`src/rtl/secuencia_bcd_scan.sv`:
```
// Four-digit BCD up/down counter with prescaler and
// multiplexed, leading-zero-blanked display scan.
module secuencia_bcd_scan #(
    parameter int TICK_DIV = 50_000_000,
    parameter int SCAN_DIV = 50_000
) (
    input  logic       clk,
    input  logic       rst_n,
    input  logic       en,
    input  logic       dir,
    input  logic       clr,
    input  logic       blank_lz,
    output logic [3:0] digito,
    output logic [3:0] anodos,
    output logic       ciclo
);

    localparam int PW = (TICK_DIV > 1) ? $clog2(TICK_DIV) : 1;
    localparam int SW = (SCAN_DIV > 1) ? $clog2(SCAN_DIV) : 1;
    localparam logic [PW-1:0] PRES_MAX = PW'(TICK_DIV - 1);
    localparam logic [SW-1:0] SCAN_MAX = SW'(SCAN_DIV - 1);

    logic [PW-1:0]   pres_q, pres_d;
    logic [3:0][3:0] cnt_q, cnt_d;
    logic            ciclo_q, ciclo_d;
    logic [SW-1:0]   scan_q, scan_d;
    logic [1:0]      sel_q, sel_d;
    logic [3:0]      digito_q, digito_d;
    logic [3:0]      anodos_q, anodos_d;
    logic            tick;
    logic            carry;
    logic [3:0]      lz;
    logic            blank;

    assign tick = en && (pres_q == PRES_MAX);

    // Prescaler and BCD count; a carry/borrow out of d3 is the wrap.
    always_comb begin
        pres_d  = pres_q;
        cnt_d   = cnt_q;
        ciclo_d = 1'b0;
        carry   = 1'b0;
        if (clr) begin
            pres_d = '0;
            cnt_d  = '0;
        end else if (en) begin
            pres_d = tick ? '0 : pres_q + 1'b1;
            if (tick) begin
                carry = 1'b1;
                for (int k = 0; k < 4; k++) begin
                    if (carry) begin
                        if (!dir) begin
                            if (cnt_q[k] == 4'd9) begin
                                cnt_d[k] = 4'd0;
                            end else begin
                                cnt_d[k] = cnt_q[k] + 4'd1;
                                carry    = 1'b0;
                            end
                        end else begin
                            if (cnt_q[k] == 4'd0) begin
                                cnt_d[k] = 4'd9;
                            end else begin
                                cnt_d[k] = cnt_q[k] - 4'd1;
                                carry    = 1'b0;
                            end
                        end
                    end
                end
                ciclo_d = carry;
            end
        end
    end

    // Free-running scan divider stepping the slot index.
    always_comb begin
        scan_d = scan_q + 1'b1;
        sel_d  = sel_q;
        if (scan_q == SCAN_MAX) begin
            scan_d = '0;
            sel_d  = sel_q + 2'd1;
        end
    end

    // lz[k] is set when digit k and all higher digits are zero.
    always_comb begin
        lz[3] = (cnt_q[3] == 4'd0);
        for (int k = 2; k >= 0; k--) begin
            lz[k] = lz[k+1] && (cnt_q[k] == 4'd0);
        end
    end

    // Display slot selection with leading-zero blanking.
    always_comb begin
        blank    = blank_lz && (sel_q != 2'd0) && lz[sel_q];
        digito_d = cnt_q[sel_q];
        anodos_d = blank ? 4'b1111 : ~(4'b0001 << sel_q);
    end

    // State and output registers.
    always_ff @(posedge clk or negedge rst_n) begin
        if (!rst_n) begin
            pres_q   <= '0;
            cnt_q    <= '0;
            ciclo_q  <= 1'b0;
            scan_q   <= '0;
            sel_q    <= 2'd0;
            digito_q <= 4'h0;
            anodos_q <= 4'b1111;
        end else begin
            pres_q   <= pres_d;
            cnt_q    <= cnt_d;
            ciclo_q  <= ciclo_d;
            scan_q   <= scan_d;
            sel_q    <= sel_d;
            digito_q <= digito_d;
            anodos_q <= anodos_d;
        end
    end

    assign digito = digito_q;
    assign anodos = anodos_q;
    assign ciclo  = ciclo_q;

endmodule

```
`config.mk`:
```
export PLATFORM = sky130hd
export DESIGN_NAME = secuencia_bcd_scan
export DESIGN_NICKNAME = d
export VERILOG_FILES = /design/src/rtl/secuencia_bcd_scan.sv
export SDC_FILE = /design/constraint.sdc
export NUM_CORES = 1
export LEC_CHECK = 0
export CORE_MARGIN = 10
export CORE_UTILIZATION = 50
export DETAILED_ROUTE_END_ITERATION = 16
export GPL_ROUTABILITY_DRIVEN = 0
export PLACE_DENSITY = 0.7
export SLEW_MARGIN = 20
export SYNTH_ARGS = -nofsm -noshare
export SYNTH_HDL_FRONTEND = slang
export SYNTH_SLANG_ARGS = --single-unit
```
`constraint.sdc`:
```
create_clock -name clk -period 2.4 [get_ports clk]
set_clock_uncertainty 0.2 [all_clocks]
set_input_delay 0.36 -clock clk [delete_from_list [all_inputs] [get_ports clk]]
set_output_delay 0.36 -clock clk [all_outputs]
set_load 0.005 [all_outputs]
```
==> metrics.md <==
| Metric | Value |
|---|---|
| Status | `finished with violations` |
| Failing checks | `setup timing` |
| Dpl cells | `592` |
| WS Path Type | `flip-flop to flip-flop` |
| Iteration-0 DRC Markers | `162` |
| EDFF count, synth | `0` |
| Ant. Diodes | `0` |
| CP bufs+invs | `2` |
| Worst vdd rail ir drop | `0.269 mV` |
| Avg Inst Size Synth | `~9 µm²` |
| Initial antenna violation count | `0` |
| Crit path max-delay cell type | `or4_4` |
| Clock root buffer | `clkbuf_8` |
| Row cnt | `32` |
| CP Data Required Time | `between 2000 and 2500 ps` |
| FF-to-FF setup slack | `-290 ps` |
| Antenna viol nets, final | `0` |
| Final setup fails | `41` |
| Sink Count | `a little under 70` |
| CP Capture Type | `flip-flop` |
| Ys async rst share | `100%` |
| Unrepaired setup endpoints after global routing | `yes` |
| Core area | `0.00781 mm²` |
| Overall Global Routing Usage | `between 15 and 20%` |
| Setup TNS Final | `-8140 ps` |
| Clock buffer count from CTS | `9` |
| Grt ovf | `0` |
| Synthesized cell area | `between 0.004 and 0.005 mm²` |
| Largest net degree at the start of global routing | `30` |
| Critical path arrival | `2780 ps` |
| Commonest non-fill, non-tap cells in the layout | `dfrtp_1, nor2_1, buf_4` |
| Crit path cell chain | `or4_4 -> or4_4 -> buf_6 -> or2_4 -> buf_6 -> or3_4 -> a21oi_2` |
| Final wirelength | `around 10000 µm` |
| Clock Latency Late Sink | `roughly 360 ps` |
| Worst Tran Pin Value | `678 ps` |
| Post-synth cell types | `64` |
| Max H-tree Level | `3` |
| CTS tree | `done` |
| Relative slew slack | `a little over half` |
| Fmax | `~370 MHz` |
| Delay-heaviest family, CP | `simple AND/OR/NAND/NOR gates` |
| Final std cells w/o fill | `about 620` |
| Routed WL per cell | `between 15 and 20 µm` |
| Tcrit/Tclk final | `112%` |
| DIE AREA | `between 0.01 and 0.015 mm²` |
| Final #Nets | `523` |
| Area grow syn2layout | `26.6%` |
| Initial cell density of the core | `approximately 52%` |
| I/O Pins | `15` |
| Fillers | `640` |
| Final min period | `approximately 2700 ps` |
| Max Root-Sink Buffers | `2` |
| Total of max-cap violations | `0` |
| Vias | `between 3k and 4k` |
| Startpoint class of the critical path | `flip-flop` |
| Dpl hpwl | `~6700 µm` |
| Hold Slack | `approximately 290 ps` |
| Post-synthesis sequential area ratio | `42.7%` |
| FF+latch count, synth | `slightly below 70` |
| Residual DRC count | `0` |
| Synth Instances | `between 400 and 500` |
| Worst-path clk slew | `roughly 80 ps` |
| HP Class | `flip-flop to flip-flop` |
| First-pass GRT wire length | `around 16000 µm` |
| Ratio of cells with drive above 1 in the final layout | `roughly a quarter` |
| Commonest non-fill, non-tap cell in the layout | `dfrtp_1` |
| Die Span X | `110 µm` |
| Syn nets | `460` |
| Post-route setup slack | `-292 ps` |
| Slew Limit Fails | `0` |
| PortBufs | `14` |
| Max incr delay on CP | `between 500 and 600 ps` |
| Detailed Routing Iterations Pass 1 | `4` |
| Die Y | `roughly 110 µm` |
| Pre-CTS setup slack | `-607 ps` |
| Via-to-Cell Ratio | `approximately 5.8` |
| Max Fanout on Critical Path | `7` |
| Leakage | `approximately 2.1 nW` |
| Final hold vios | `0` |
| Number of global-route vias before repair | `between 3k and 4k` |
| PD cells | `482 mW/mm²` |
| Yosys warnings | `0` |
| Synth Flop Type | `dfrtp_1` |
cell usage after synthesis, drive strengths merged, types with 4 or more instances:
cell type	instances	area, µm²
a21oi	21	105
and2	4	25.0
and3	7	45.1
buf	5	31.3
clkbuf	23	87.6
dfrtp	65	1630
dfstp	4	105
ha	7	87.6
inv	11	41.3
mux4	4	90.1
nand2	35	131
nand2b	6	37.5
nand3	19	95.1
nand3b	5	37.5
nand4	17	106
nor2	54	203
nor2b	5	31.3
nor3	14	70.1
nor4	13	81.3
nor4b	4	41.3
o21ai	24	120
or3	6	37.5
xnor2	21	184
xor2	23	201
worst register-to-register path, cell delays in order (launching register included):
cell,delay [ps]
dfrtp_1,380
or4_4,540
or4_4,550
buf_6,140
or2_4,230
buf_6,140
or3_4,320
a21oi_2,130
power breakdown:
group / internal, W / switching, W
Sequential: 0.00116 / 0.00000191
Clock: 0.000695 / 0.000484
Combinational: 0.0000479 / 0.0000802
Total: 0.00191 / 0.000566
cells by family after synthesis:
family / count (synthesis) / synth area share, %
and+or+nand+nor: 204 / 26.7
AOI/OAI and AO/OA: 74 / 11.4
xor gates and xnor gates: 44 / 9.50
buffers and inverters: 40 / 4.04
muxes: 9 / 3.55
adders and majority gates: 7 / 2.16
DFF: 69 / 42.7
layout make-up:
class | instances | area [µm²] | area share (%)
flip-flops and latches | 69 | 1730 | 33.7
well taps | 102 | 128 | 2.49
multi-input cells | 338 | 2290 | 44.6
inverters | 12 | 45.0 | 0.877
repair buffers | 80 | 692 | 13.5
clock buffers | 9 | 124 | 2.41
clock inverters | 7 | 123 | 2.39
flip-flops by register name, indices dropped and copies added, names as in the netlist:
name    cells
anodos      4
pres_q     26
sel_q       2
cnt_q      16
digito      4
ciclo       1
scan_q     16
through the flow:
step	instance area [µm²]	util [%]	total power, W
after global placement	4660	59.7	0.00131
after detailed placement	4660	59.7	0.00131
after floorplan	4080	-	0.00124
final	5130	65.8	0.00247
after CTS	5060	64.8	0.00249
after global routing	5130	65.8	0.00257
worst paths after layout:
path                                  startpoint                      to  cells past startpoint
setup / recovery           pres_q[9]$_DFFE_PN0P_    cnt_q[1]$_DFFE_PN0P_                      7
hold / removal               scan_q[0]$_DFF_PN0_     scan_q[0]$_DFF_PN0_                      1
setup reg to reg           pres_q[9]$_DFFE_PN0P_    cnt_q[1]$_DFFE_PN0P_                      7
hold reg to reg              scan_q[0]$_DFF_PN0_     scan_q[0]$_DFF_PN0_                      1
max in group asynchronous                  rst_n     anodos[0]$_DFF_PN1_                      3
min in group asynchronous                  rst_n  pres_q[22]$_DFFE_PN0P_                      2
timing repair:
action                     in CTS  in global routing
cloned                          1                  0
setup endpoints to repair      41                 43
hold buffers                    1                  0
resized for setup              25                 21
hold endpoints to repair       26                  0
pin swaps                      16                 12
buffers inserted                6                  2
per-layer routing:
| layer | share of wire, % | vias up | GRT usage [%] |
|---|---|---|---|
| met1 | 44 | 1716 | 21.5 |
| met2 | 49 | 100 | 27.2 |
| met5 | 0 | - | 0 |
| met4 | 2.1 | 0 | 7.90 |
| li1 | - | 1723 | - |
| met3 | 5.0 | 23 | 3.13 |
(Power assumes the default switching activity.)
